`src/rtl/tof_udp_length_deframer_pkg.sv`:
```
// Shared definitions for the TOF UDP length framing: state encodings and the
// byte-length word format agreed between the transmit prepender and this deframer.
package tof_udp_length_deframer_pkg;

  localparam int unsigned AXIS_DATA_W       = 16;
  localparam int unsigned LEN_WORD_SHIFT    = 1;
  localparam int unsigned LEN_FIELD_W       = 10;
  localparam int unsigned MAX_WORDS_DEFAULT = 1024;

  typedef enum logic [1:0] {
    ST_IDLE    = 2'd0,
    ST_PAYLOAD = 2'd1,
    ST_DISCARD = 2'd2
  } state_t;

  function automatic logic [LEN_FIELD_W-1:0] len_words(input logic [AXIS_DATA_W-1:0] len_bytes);
    return len_bytes[LEN_FIELD_W+LEN_WORD_SHIFT-1:LEN_WORD_SHIFT];
  endfunction

  // A length word must be an even byte count of at least two words, within the
  // payload limit, and must not itself close the frame.
  function automatic logic len_is_legal(input logic [AXIS_DATA_W-1:0] len_bytes,
                                        input logic                   last,
                                        input int unsigned            max_words);
    int unsigned w;
    w = 32'(len_words(len_bytes));
    return (len_bytes[AXIS_DATA_W-1:LEN_FIELD_W+LEN_WORD_SHIFT] == '0) &&
           (len_bytes[LEN_WORD_SHIFT-1:0] == '0) &&
           (w >= 32'd2) && (w <= max_words) && !last;
  endfunction

endpackage

```
`src/rtl/tof_udp_length_deframer_if.sv`:
```
// 16-bit HELIX AXI4-Stream bundle with tuser/tlast, used on both sides of the deframer.
interface tof_udp_length_deframer_if;
  import tof_udp_length_deframer_pkg::*;

  logic [AXIS_DATA_W-1:0] tdata;
  logic                   tvalid;
  logic                   tready;
  logic                   tuser;
  logic                   tlast;

  modport master (output tdata, output tvalid, output tuser, output tlast, input tready);
  modport slave  (input tdata, input tvalid, input tuser, input tlast, output tready);

endinterface

```
`src/rtl/tof_udp_length_deframer_out.sv`:
```
// Single-stage AXI4-Stream output register; holds its beat until the sink takes it.
module tof_axis_out_reg
  import tof_udp_length_deframer_pkg::*;
(
  input  logic                   clk,
  input  logic                   rst_n,
  input  logic                   i_load,
  input  logic [AXIS_DATA_W-1:0] i_tdata,
  input  logic                   i_tuser,
  input  logic                   i_tlast,
  output logic                   o_ready,
  tof_udp_length_deframer_if.master m_axis
);

  logic                   r_valid;
  logic [AXIS_DATA_W-1:0] r_tdata;
  logic                   r_tuser;
  logic                   r_tlast;

  // i_load is only raised while o_ready is high, so a new beat never overwrites a stalled one.
  always_ff @(posedge clk or negedge rst_n) begin
    if (!rst_n) begin
      r_valid <= 1'b0;
      r_tdata <= '0;
      r_tuser <= 1'b0;
      r_tlast <= 1'b0;
    end else if (i_load) begin
      r_valid <= 1'b1;
      r_tdata <= i_tdata;
      r_tuser <= i_tuser;
      r_tlast <= i_tlast;
    end else if (m_axis.tready) begin
      r_valid <= 1'b0;
    end
  end

  assign o_ready       = !r_valid || m_axis.tready;
  assign m_axis.tvalid = r_valid;
  assign m_axis.tdata  = r_tdata;
  assign m_axis.tuser  = r_tuser;
  assign m_axis.tlast  = r_tlast;

endmodule

```
`src/rtl/tof_udp_length_deframer.sv`:
```
// Strips the byte-length header from a 16-bit ingress stream, regenerates tlast from it,
// and drops or truncates inconsistent frames while counting them.
module tof_udp_length_deframer
  import tof_udp_length_deframer_pkg::*;
#(
  parameter int unsigned MAX_WORDS = MAX_WORDS_DEFAULT,
  parameter int unsigned CNT_WIDTH = 16
) (
  input  logic                 s_axis_aclk,
  input  logic                 s_axis_aresetn,
  tof_udp_length_deframer_if.slave  s_axis,
  tof_udp_length_deframer_if.master m_axis,
  output logic [CNT_WIDTH-1:0] pkt_count,
  output logic [CNT_WIDTH-1:0] len_err_count,
  output logic [CNT_WIDTH-1:0] frame_err_count,
  output logic                 err_pulse
);

  localparam int unsigned REM_W = $clog2(MAX_WORDS + 1);

  state_t               r_state;
  logic [REM_W-1:0]     r_remaining;
  logic                 r_first;
  logic [CNT_WIDTH-1:0] r_pkt_count;
  logic [CNT_WIDTH-1:0] r_len_err_count;
  logic [CNT_WIDTH-1:0] r_frame_err_count;
  logic                 r_err_pulse;

  state_t w_next_state;
  logic   w_accept;
  logic   w_out_ready;
  logic   w_emit;
  logic   w_emit_tlast;
  logic   w_load_len;
  logic   w_pkt_inc;
  logic   w_len_err;
  logic   w_frame_err;
  logic   w_rem_one;

  function automatic logic [CNT_WIDTH-1:0] sat_inc(input logic [CNT_WIDTH-1:0] v, input logic en);
    return (en && (v != '1)) ? v + 1'b1 : v;
  endfunction

  assign s_axis.tready = (r_state == ST_DISCARD) ? 1'b1 : w_out_ready;
  assign w_accept      = s_axis.tvalid && s_axis.tready;
  assign w_rem_one     = (r_remaining == REM_W'(1));
  assign w_emit_tlast  = w_rem_one || s_axis.tlast;

  always_comb begin
    w_next_state = r_state;
    w_emit       = 1'b0;
    w_load_len   = 1'b0;
    w_pkt_inc    = 1'b0;
    w_len_err    = 1'b0;
    w_frame_err  = 1'b0;
    case (r_state)
      ST_IDLE: begin
        if (w_accept) begin
          if (s_axis.tuser && len_is_legal(s_axis.tdata, s_axis.tlast, MAX_WORDS)) begin
            w_load_len   = 1'b1;
            w_next_state = ST_PAYLOAD;
          end else begin
            w_len_err    = s_axis.tuser;
            w_frame_err  = !s_axis.tuser;
            w_next_state = s_axis.tlast ? ST_IDLE : ST_DISCARD;
          end
        end
      end
      // In payload every accepted word is data; tuser is deliberately ignored here.
      ST_PAYLOAD: begin
        if (w_accept) begin
          w_emit = 1'b1;
          if (w_rem_one) begin
            w_pkt_inc    = s_axis.tlast;
            w_frame_err  = !s_axis.tlast;
            w_next_state = s_axis.tlast ? ST_IDLE : ST_DISCARD;
          end else if (s_axis.tlast) begin
            w_frame_err  = 1'b1;
            w_next_state = ST_IDLE;
          end
        end
      end
      ST_DISCARD: begin
        if (w_accept && s_axis.tlast) begin
          w_next_state = ST_IDLE;
        end
      end
      default: w_next_state = ST_IDLE;
    endcase
  end

  always_ff @(posedge s_axis_aclk or negedge s_axis_aresetn) begin
    if (!s_axis_aresetn) begin
      r_state           <= ST_IDLE;
      r_remaining       <= '0;
      r_first           <= 1'b0;
      r_pkt_count       <= '0;
      r_len_err_count   <= '0;
      r_frame_err_count <= '0;
      r_err_pulse       <= 1'b0;
    end else begin
      r_state           <= w_next_state;
      r_pkt_count       <= sat_inc(r_pkt_count, w_pkt_inc);
      r_len_err_count   <= sat_inc(r_len_err_count, w_len_err);
      r_frame_err_count <= sat_inc(r_frame_err_count, w_frame_err);
      r_err_pulse       <= w_len_err || w_frame_err;
      if (w_load_len) begin
        r_remaining <= REM_W'(len_words(s_axis.tdata));
        r_first     <= 1'b1;
      end else if (w_emit) begin
        r_remaining <= r_remaining - REM_W'(1);
        r_first     <= 1'b0;
      end
    end
  end

  tof_axis_out_reg u_out_reg (
    .clk     (s_axis_aclk),
    .rst_n   (s_axis_aresetn),
    .i_load  (w_emit),
    .i_tdata (s_axis.tdata),
    .i_tuser (r_first),
    .i_tlast (w_emit_tlast),
    .o_ready (w_out_ready),
    .m_axis  (m_axis)
  );

  assign pkt_count       = r_pkt_count;
  assign len_err_count   = r_len_err_count;
  assign frame_err_count = r_frame_err_count;
  assign err_pulse       = r_err_pulse;

endmodule

```
`src/flat_wrapper.sv`:
```
// flat-port wrapper written by rule: the top's interface ports become plain ports
module tof_udp_length_deframer_flat import tof_udp_length_deframer_pkg::*;
#(
  parameter int unsigned MAX_WORDS = MAX_WORDS_DEFAULT,
  parameter int unsigned CNT_WIDTH = 16
)
  (s_axis_aclk, s_axis_aresetn, pkt_count, len_err_count, frame_err_count, err_pulse, s_axis_tdata, s_axis_tvalid, s_axis_tuser, s_axis_tlast, s_axis_tready, m_axis_tdata, m_axis_tvalid, m_axis_tuser, m_axis_tlast, m_axis_tready);
  tof_udp_length_deframer_if s_axis_i ();
  tof_udp_length_deframer_if m_axis_i ();
  input  logic s_axis_aclk;
  input  logic s_axis_aresetn;
  output logic [CNT_WIDTH-1:0] pkt_count;
  output logic [CNT_WIDTH-1:0] len_err_count;
  output logic [CNT_WIDTH-1:0] frame_err_count;
  output logic err_pulse;
  input wire logic [$bits(s_axis_i.tdata)-1:0] s_axis_tdata;
  input wire logic [$bits(s_axis_i.tvalid)-1:0] s_axis_tvalid;
  input wire logic [$bits(s_axis_i.tuser)-1:0] s_axis_tuser;
  input wire logic [$bits(s_axis_i.tlast)-1:0] s_axis_tlast;
  output wire logic [$bits(s_axis_i.tready)-1:0] s_axis_tready;
  output wire logic [$bits(m_axis_i.tdata)-1:0] m_axis_tdata;
  output wire logic [$bits(m_axis_i.tvalid)-1:0] m_axis_tvalid;
  output wire logic [$bits(m_axis_i.tuser)-1:0] m_axis_tuser;
  output wire logic [$bits(m_axis_i.tlast)-1:0] m_axis_tlast;
  input wire logic [$bits(m_axis_i.tready)-1:0] m_axis_tready;
  assign s_axis_i.tdata = s_axis_tdata;
  assign s_axis_i.tvalid = s_axis_tvalid;
  assign s_axis_i.tuser = s_axis_tuser;
  assign s_axis_i.tlast = s_axis_tlast;
  assign s_axis_tready = s_axis_i.tready;
  assign m_axis_tdata = m_axis_i.tdata;
  assign m_axis_tvalid = m_axis_i.tvalid;
  assign m_axis_tuser = m_axis_i.tuser;
  assign m_axis_tlast = m_axis_i.tlast;
  assign m_axis_i.tready = m_axis_tready;
  tof_udp_length_deframer #(.MAX_WORDS(MAX_WORDS), .CNT_WIDTH(CNT_WIDTH)) u_core (.s_axis_aclk(s_axis_aclk), .s_axis_aresetn(s_axis_aresetn), .s_axis(s_axis_i), .m_axis(m_axis_i), .pkt_count(pkt_count), .len_err_count(len_err_count), .frame_err_count(frame_err_count), .err_pulse(err_pulse));
endmodule
```
`config.mk`:
```
export PLATFORM = sky130hd
export DESIGN_NAME = tof_udp_length_deframer_flat
export DESIGN_NICKNAME = d
export VERILOG_FILES = /design/src/rtl/tof_udp_length_deframer_pkg.sv /design/src/rtl/tof_udp_length_deframer_if.sv /design/src/rtl/tof_udp_length_deframer_out.sv /design/src/rtl/tof_udp_length_deframer.sv /design/src/flat_wrapper.sv
export SDC_FILE = /design/constraint.sdc
export NUM_CORES = 1
export LEC_CHECK = 0
export CORE_MARGIN = 2
export CORE_UTILIZATION = 39
export CTS_CLUSTER_DIAMETER = 30
export DETAILED_ROUTE_END_ITERATION = 8
export PLACE_DENSITY = 0.69
export SLEW_MARGIN = 20
export SYNTH_ARGS = -nofsm -noshare
export SYNTH_HDL_FRONTEND = slang
export SYNTH_SLANG_ARGS = --single-unit
```
`constraint.sdc`:
```
create_clock -name s_axis_aclk -period 3.4 [get_ports s_axis_aclk]
set_input_delay 0.34 -clock s_axis_aclk [delete_from_list [all_inputs] [get_ports s_axis_aclk]]
set_output_delay 0.34 -clock s_axis_aclk [all_outputs]
set_load 0.05 [all_outputs]
```
# Word-level counts from Yosys, hierarchy flattened
# Index checks and enable logic that the tools add are counted.
[word_totals] regBits=82 latch_bits=0 ramBits=0 mem_bits_ro=0 out_inout_bits=69 word_cells=79 n_memories=0
[op_classes] n_addsub=4 multipliers=0 div_mod_pow=0 magnitude_cmp=1 eq_ne=10 shift=0 n_mux=32 bitwise_logic=1 n_reduce_logical=20
[ops] operator="adder 16 x 1 -> 16 bit (second input constant)" n=3
[ops] operator="inequality test 16 bit (second input constant)" n=3
[ops] operator="2-to-1 mux 11 bit" n=2
[ops] operator="2-to-1 mux 1 bit" n=21
[ops] operator="2-to-1 mux 2 bit" n=7
[ops] operator="== test 11 x 1 -> 1 bit (second input constant)" n=1
[ops] operator="subtractor 11 x 1 -> 11 bit (second input constant)" n=1
[ops] operator="greater-or-equal comparator 10 x 2 -> 1 bit (second input constant)" n=1
[ops] operator="logical AND 1 bit" n=9
[ops] operator="case mux 2 bit (3 select lines)" n=1
[ops] operator="zero test 5 bit" n=1
[ops] operator="inequality test 2 x 1 -> 1 bit (second input constant)" n=2
[ops] operator="AND reduction 4 bit" n=1
[ops] operator="nonzero test 2 bit" n=2
[ops] operator="zero test 1 bit" n=3
[ops] operator="logical OR 1 bit" n=3
[ops] operator="inequality test 3 x 2 -> 1 bit (second input constant)" n=1
[ops] operator="== test 2 x 1 -> 1 bit (second input constant)" n=1
[ops] operator="== test 2 bit (second input constant)" n=1
[ops] operator="zero test 2 bit" n=1
[ops] operator="inequality test 2 bit (second input constant)" n=1
[ops] operator="case mux 1 bit (2 select lines)" n=1
[ops] operator="NOT 1 bit" n=1

# Logic depth before layout (Yosys ltp)
# Gate-level depths: netlist (run 1).
[logic_depth] depth_word=9 depth_mapped=10 depth_no_buf=10

# Hierarchy
# From an unflattened synthesis (run 1), not the netlist that was laid out.
[unflattened] cells_unflattened=350 hier_area_um2=3993.8
[modules_own_cells] mod="tof_udp_length_deframer" n_inst=1 cells_each=309 area_each_um2=3238.1 seq_area_each_um2=1576.5
[modules_own_cells] mod="tof_axis_out_reg" n_inst=1 cells_each=41 area_each_um2=755.7 seq_area_each_um2=475.5

# Least setup slack after synthesis (run 1)
# Ideal clock, no wire load.
[synth_path] path_kind="register -> register" startpoint="register u_core.r_remaining[3]" endpoint="register u_core.r_frame_err_count[8], in the netlist u_core.frame_err_count[8]" t_arrival_ps=2644 t_required_ps=3258 path_slack_ps=614 stages_incl_launch_ff=10 n_path_buf=1 synth_period_minus_slack_ps=2786 cell_sequence="dfrtp_1 or3_1 nor3_1 and2_1 ha_1 a2111o_1 a41oi_1 buf_2 nand4_1 xnor2_1"
[synth_via] elab_chain_len=5
[synth_rtl] element="from (decl)" line="tof_udp_length_deframer.sv:22" rtl="logic [REM_W-1:0] r_remaining;"
[synth_rtl] element="from (signal assigned)" line="tof_udp_length_deframer.sv:108" rtl="r_remaining <= REM_W'(len_words(s_axis.tdata));"
[synth_rtl] element="from (signal assigned)" line="tof_udp_length_deframer.sv:111" rtl="r_remaining <= r_remaining - REM_W'(1);"
[synth_rtl] element="== test 11 x 1 -> 1 bit" line="tof_udp_length_deframer.sv:46" rtl="assign w_rem_one = (r_remaining == REM_W'(1));"
[synth_rtl] element="2-to-1 mux 1 bit" line="tof_udp_length_deframer.sv:73" rtl="if (w_rem_one) begin"
[synth_rtl] element="2-to-1 mux 1 bit" line="tof_udp_length_deframer.sv:71" rtl="if (w_accept) begin"
[synth_rtl] element="case mux 1 bit (2 select lines)" line="tof_udp_length_deframer.sv:56" rtl="case (r_state)"
[synth_rtl] element="logical AND 1 bit" line="tof_udp_length_deframer.sv:41" rtl="return (en && (v != '1)) ? v + 1'b1 : v;"
[synth_rtl] element="to (signal assigned)" line="tof_udp_length_deframer.sv:105" rtl="r_frame_err_count <= sat_inc(r_frame_err_count, w_frame_err);"
[synth_rtl] element="to (decl)" line="tof_udp_length_deframer.sv:26" rtl="logic [CNT_WIDTH-1:0] r_frame_err_count;"
# No other way between the ends.
# A chain may end at the register's enable or synchronous reset.

# Worst setup path in the final report (run 1)
[layout_path] startpoint="register u_core.r_remaining[3]" endpoint="register u_core.r_pkt_count[1], in the netlist u_core.pkt_count[1]"
[layout_via] elab_chain_len=5
[layout_rtl] element="== test 11 x 1 -> 1 bit" line="tof_udp_length_deframer.sv:46"
[layout_rtl] element="2-to-1 mux 1 bit" line="tof_udp_length_deframer.sv:73"
[layout_rtl] element="2-to-1 mux 1 bit" line="tof_udp_length_deframer.sv:71"
[layout_rtl] element="2-to-1 mux 1 bit" line="tof_udp_length_deframer.sv:56"
[layout_rtl] element="logical AND 1 bit" line="tof_udp_length_deframer.sv:41"
[layout_rtl] element="to (signal assigned)" line="tof_udp_length_deframer.sv:103" rtl="r_pkt_count <= sat_inc(r_pkt_count, w_pkt_inc);"
[layout_rtl] element="to (decl)" line="tof_udp_length_deframer.sv:24" rtl="logic [CNT_WIDTH-1:0] r_pkt_count;"
# No other way between the ends.

==> out/qor.csv, run 1 <==
metric;value;unit
largest cells by area after synthesis;dfrtp_1 51%, nand2_1 7.6%, xnor2_1 5.7%;
R2R setup slack;0.36;ns
Worst IR Drop VDD;0.559;mV
Critical Path Fanout Max;9;
Yosys top cell by area;dfrtp_1;
vias in the first global route;3188;
clock sinks;82;
die height;105;um
Synth top area share;0.512;
DR vias/cell;5.18;
Hold Violations, Final;0;
Final Slew Violations;0;
Post-synth top flop;dfrtp_1;
post-route ant nets;0;
Lkg Pwr;2.38;nW
Initial Util;0.395;
Post-Syn Instances;391;
CP Capture Type;flip-flop;
Seq pwr share;0.463;
core area;10100;um2
slowest library cell on the worst path;a21boi_2;
input/output buffers;90;
antenna violations before repair;0;
RePlAce Congestion;0.785;
crit path time final;3.04;ns
Worst-path clk slew;0.08;ns
Setup violations, final;0;
DR iter-0 viols;144;
Hold Worst Slack;0.0345;ns
Synth Register Bits;82;
pin count of the biggest net entering global routing;83;
Ports;91;
DR DRC count;0;
critical register-to-register path startpoint;u_core.r_remaining[3];
Seq/Total Area, Yosys;0.512;
share of cells above drive strength 1;0.0796;
DIE WIDTH;105;um
Tcrit/Tclk final;0.895;
fillers;915;
Worst EP arrival;3.27;ns
crit path kind;reg2reg;
Post-CTS Setup Inserts;0;
Synth Net Count;421;
n_diodes;0;
Netlist cell types;52;
Layout area overhead;31.5;%
EDFF count, synth;0;
Critical Path Max Stage Delay;0.46;ns
nets@finish;516;
GR Util All Layers;0.171;
critical path, cell by cell;or3_1, nor3_1, and2_1, ha_1, nand2_1, nor3_1, a21boi_2, mux2_1;
Final TNS setup;0;ns
Combinational Power Share;0.228;
CTS tree;yes;
register area;2050;um2
grt ovf;0;
Max Clock Skew;0.0114;ns
clock power share;0.308;
Switching Power;0.798;mW
Worst Hold Class;in2async;
max frequency;328;MHz
drt pass-1 iters;4;
die area;11100;um2
YS warnings;0;
setup repair after global routing missed its margin;no;
TritonCTS Buffers;9;
row cnt;37;
root buffer selected by CTS;clkbuf_8;
Internal Power;1.66;mW
Crit path top cell by count;nor3_1;
Worst Tran Pin Value;0.764;ns
CP startpoint kind;flip-flop;
first-pass GRT wire length;15400;um
final WL;9070;um
Hold Buf Count CTS;0;
Via Count;3244;
outcome;finished, final reports clean;
CP required;3.62;ns
crit path from;u_core.r_remaining[3];
multi-input combinational cell area;1880;um2
slew margin rel.;0.486;
syn_area_per_cell;10.3;um2
HPWL Detailed;6430;um
Synth async-reset ratio;1.00;
number of max-cap violations;0;
Avg WL per Cell;14.5;um
H-Tree Depth;3;
Sw Ratio;0.325;
pwr dens;465;nW/um2
Synth Cell Area;4010;um2
worst skew pair latency;0.35;ns
clk buf depth;2;
## cell usage in the layout, fill, tap and decap left out, types with 5 or more instances in the layout
master	netlist	routed
ha_1	8	8
dfrtp_1	82	82
xnor2_1	26	26
clkbuf_8	0	9
nand3_1	17	17
nor2b_1	7	7
nand4_1	12	12
and3_1	15	15
o21ai_0	7	7
nor3b_1	5	5
nor2_1	12	12
inv_1	8	8
xor2_1	21	21
nor3_2	7	7
clkdlybuf4s50_1	0	89
o21ai_1	5	5
nor3_1	12	12
nand2_1	81	81
## path summary, 6_finish.rpt
check | depth (start not counted) | endpoint
max | 8 | u_core.pkt_count[1]
min | 1 | u_core.pkt_count[6]
max reg2reg | 8 | u_core.pkt_count[1]
min reg2reg | 2 | u_core.u_out_reg.m_axis.tdata[0]
max in group asynchronous | 1 | u_core.r_state[1]
min in group s_axis_aclk | 2 | u_core.u_out_reg.m_axis.tdata[0]
## logic make-up (layout without fill, tap and decap cells)
kind of cell | count (synthesis) | after routing | synth area share
simple gates | 195 | 195 | 0.263
flops | 82 | 82 | 0.512
xor+xnor | 47 | 47 | 0.103
compound gates | 38 | 38 | 0.0696
buf+inv | 18 | 117 | 0.0197
fa+ha+maj | 8 | 8 | 0.0250
mux | 3 | 3 | 0.00843
## cells in the mapped netlist, types with 5 or more instances
cell type and instances:
and3_1 15, clkbuf_1 6, dfrtp_1 82, ha_1 8, inv_1 8, nand2_1 81
nand3_1 17, nand4_1 12, nor2_1 12, nor2b_1 7, nor3_1 12, nor3_2 7
nor3b_1 5, o21ai_0 7, o21ai_1 5, xnor2_1 26, xor2_1 21
## per-stage QoR
stage,instance area [um2],power [mW],utilization,cells,setup WS [ns]
global route,5270,2.57,0.520,626,0.0473
floorplan,4010,1.49,-,391,0.614
finish,5270,2.45,0.520,626,0.356
global placement,5060,1.70,0.499,611,0.431
detailed placement,5060,1.72,0.499,611,0.216
CTS,5270,2.48,0.519,626,0.208
## timing repair
item	CTS	global route
endpoints found under the hold margin	0	0
endpoints found under the setup margin	0	3
gates resized for setup	0	1
## cell type report
| cell class | instances | share of cell area |
|---|---|---|
| flip-flops and latches | 82 | 0.389 |
| multi-input cells | 291 | 0.357 |
| repair buffers | 94 | 0.177 |
| well taps | 136 | 0.0323 |
| clock buffers | 10 | 0.0242 |
| clock inverters | 5 | 0.0152 |
| inverters | 8 | 0.00570 |
## layer usage
metal  GRT usage  share of wire  vias up
met5           0              0        -
met4      0.0581          0.016        0
met3      0.0377          0.056       12
met2       0.270           0.46       92
met1       0.233           0.46     1597
li1            -              -     1543
## sequential cells by signal, summed over array words and instances, names as in the netlist
signal	count
u_core.frame_err_count	16
u_core.len_err_count	16
u_core.pkt_count	16
u_core.u_out_reg.m_axis.tdata	16
u_core.r_remaining	11
u_core.r_state	2
u_core.err_pulse	1
u_core.r_first	1
u_core.u_out_reg.m_axis.tlast	1
u_core.u_out_reg.m_axis.tuser	1
u_core.u_out_reg.m_axis.tvalid	1
## power by group through the flow
stage | clock network, mW | registers (mW) | logic (mW)
final | 0.756 | 1.14 | 0.560
after global routing | 0.824 | 1.15 | 0.596
after CTS | 0.779 | 1.14 | 0.566
after detailed placement | 0 | 1.16 | 0.564
after global placement | 0 | 1.15 | 0.552
after floorplan | 0 | 1.36 | 0.126
## worst max-delay path, delay by kind of cell (launching register included)
kind / cells / cell delay (ns)
simple gates: 5 / 1.49
mux: 1 / 0.36
flops: 1 / 0.44
fa+ha+maj: 1 / 0.18
compound gates: 1 / 0.46
No activity file was read; power rests on OpenSTA's default activity.
==> run 2, diff against run 1 <==
--- a/config.mk
+++ b/config.mk
@@ -10,6 +10,7 @@
 export CTS_CLUSTER_DIAMETER = 30
 export DETAILED_ROUTE_END_ITERATION = 8
 export PLACE_DENSITY = 0.69
+export SETUP_SLACK_MARGIN = 0.02
 export SLEW_MARGIN = 20
 export SYNTH_ARGS = -nofsm -noshare
 export SYNTH_HDL_FRONTEND = slang
==> results of run 2 <==
Same layout as run 1: the final DEF is identical, and so are final timing and power.
==> run 3, diff against run 2 <==
--- a/config.mk
+++ b/config.mk
@@ -5,10 +5,12 @@
 export SDC_FILE = /design/constraint.sdc
 export NUM_CORES = 1
 export LEC_CHECK = 0
+export CAP_MARGIN = 20
 export CORE_MARGIN = 2
 export CORE_UTILIZATION = 39
 export CTS_CLUSTER_DIAMETER = 30
 export DETAILED_ROUTE_END_ITERATION = 8
+export MAX_ROUTING_LAYER = met4
 export PLACE_DENSITY = 0.69
 export SETUP_SLACK_MARGIN = 0.02
 export SLEW_MARGIN = 20
==> run 3 against run 2 <==
Sequential share of layout area is the same. Critical path depth unchanged. Via count shrank 0.74%. Wire length decreased by 0.14%. Total power shrank 0.11%. Clock skew down 0.00087 ns. Maximum frequency fell by 0.96%. Global-route usage up 0.52 points. Worst setup slack got worse by 0.030 ns. Clock-buffer cell count unchanged. First-iteration DRC count grew 3.5%. Critical path type unchanged.
==> out/qor.csv, run 3 (same netlist as run 1, synthesis figures left out) <==
metric;value;unit;change
outcome;finished, final reports clean;;
Worst IR Drop VDD;0.559;mV;about the same
drt pass-1 iters;4;;unchanged
input/output buffers;90;;unchanged
post-route cell area;5270;um2;unchanged
RePlAce Congestion;0.796;;+1.4%
setup repair after global routing missed its margin;no;;
post-route ant nets;0;;unchanged
worst skew pair latency;0.35;ns;about the same
clock sinks;82;;unchanged
Worst EP arrival;3.35;ns;+0.08 ns
GR Util All Layers;0.176;;+0.00516
DR vias/cell;5.14;;-0.74%
Worst R2R Path Depth;8;;unchanged
Layout area overhead;31.5;%;unchanged
H-Tree Depth;3;;unchanged
max frequency;325;MHz;-0.96%
pwr dens;465;nW/um2;-0.11%
die area;11100;um2;unchanged
number of max-cap violations;0;;unchanged
placed insts;611;;unchanged
Ports;91;;unchanged
R2R setup slack;0.33;ns;-0.03 ns
Hold Worst Slack;0.0348;ns;+0.000358 ns
die height;105;um;unchanged
DR iter-0 viols;149;;+3.5%
Tot Pwr;2.45;mW;-0.11%
FF-to-FF End;u_core.frame_err_count[12];;
vias in the first global route;3185;;-0.094%
DR DRC count;0;;unchanged
row cnt;37;;unchanged
crit path time final;3.07;ns;+0.0296 ns
critical path, cell by cell;or3_1, nor3_1, and2_1, ha_1, a2111oi_1, o211ai_1, nor3_1, xor2_1;;
commonest non-fill, non-tap cell in the layout;clkdlybuf4s50_1;;
n_diodes;0;;unchanged
critical register-to-register path startpoint;u_core.r_remaining[3];;
first-pass GRT wire length;15400;um;+0.23%
CTS tree;yes;;
Finished Core Util;0.520;;unchanged
antenna violations before repair;0;;unchanged
Worst-path clk slew;0.09;ns;about the same
pre-CTS setup slack;0.216;ns;unchanged
Worst Hold Class;in2async;;
Critical Path Fanout Max;6;;-3
slowest library cell on the worst path;a2111oi_1;;
Crit path top cell by count;nor3_1;;
dpl cell area;5060;um2;unchanged
metal3 WL;483;um;-5.3%
Via Count;3220;;-0.74%
share of cells above drive strength 1;0.0796;;unchanged
Initial Util;0.395;;unchanged
pin count of the biggest net entering global routing;83;;unchanged
Avg WL per Cell;14.5;um;-0.14%
root buffer selected by CTS;clkbuf_8;;
nets@finish;516;;unchanged
Post-Route M1 WL;4200;um;about the same
Tcrit/Tclk final;0.904;;+0.00871
top sig layer;met4;;
Final Slew Violations;0;;unchanged
Hold Buf Count CTS;0;;unchanged
Worst Tran Pin Value;0.762;ns;-0.00213 ns
fin worst setup slack;0.326;ns;-0.0296 ns
post-route insts no fill;626;;unchanged
DIE WIDTH;105;um;unchanged
Final TNS setup;0;ns;unchanged
Lkg Pwr;2.38;nW;unchanged
PostCTS Resize Cnt;0;;unchanged
clk buf depth;2;;unchanged
Post-CTS Setup Inserts;0;;unchanged
CP startpoint kind;flip-flop;;
TritonCTS Buffers;9;;unchanged
slew margin rel.;0.488;;+0.00143
CP required;3.68;ns;+0.06 ns
crit path kind;reg2reg;;
crit path from;u_core.r_remaining[3];;
Max Clock Skew;0.0105;ns;-0.000866 ns
grt ovf;0;;unchanged
most frequent cells in the layout;89 x clkdlybuf4s50_1, 82 x dfrtp_1, 81 x nand2_1;;
HPWL Detailed;6430;um;unchanged
Hold Violations, Final;0;;unchanged
Critical Path Max Stage Delay;0.57;ns;+0.11 ns
final WL;9060;um;-0.14%
Setup violations, final;0;;unchanged
CP Capture Type;flip-flop;;
core area;10100;um2;unchanged
met2 WL;4230;um;+0.28%
run 3: cell counts in the layout (fill, tap and decap cells not counted):
No cell type changed its count.
run 3: layout make-up:
type	count	area, um2
clock buffer	10	128
clock inverter	5	80.1
fill	915	4870
inverter	8	30.0
multi-input combinational	291	1880
sequential	82	2050
tap	136	170
timing repair buffer	94	932
run 3: worst max-delay path: cells and delay by family (launching register included):
kind,cells,cell delay (ns)
xor+xnor,1,0.16
compound gates,2,0.86
simple gates,4,1.28
flops,1,0.44
fa+ha+maj,1,0.28
run 3: power breakdown:
part | switching, mW | internal (mW) | total, mW
clock network | 0.344 | 0.409 | 0.753
registers | 0.0921 | 1.05 | 1.14
logic | 0.359 | 0.201 | 0.560
total | 0.796 | 1.66 | 2.45
run 3: how the worst max path moves through the flow:
stage	end	slack [ns]	cells after the start
floorplan	u_core.frame_err_count[8]	0.61	9
global placement	u_core.frame_err_count[12]	0.43	8
detailed placement	u_core.frame_err_count[12]	0.22	8
CTS	u_core.frame_err_count[12]	0.21	8
global route	u_core.frame_err_count[12]	0.05	8
finish	u_core.frame_err_count[12]	0.33	8
run 3: per-layer routing:
| layer | global-route usage | vias to the layer above |
|---|---|---|
| met5 | - | - |
| met4 | 0.0581 | 0 |
| met3 | 0.0334 | 14 |
| met2 | 0.270 | 97 |
| met1 | 0.236 | 1569 |
| li1 | - | 1540 |
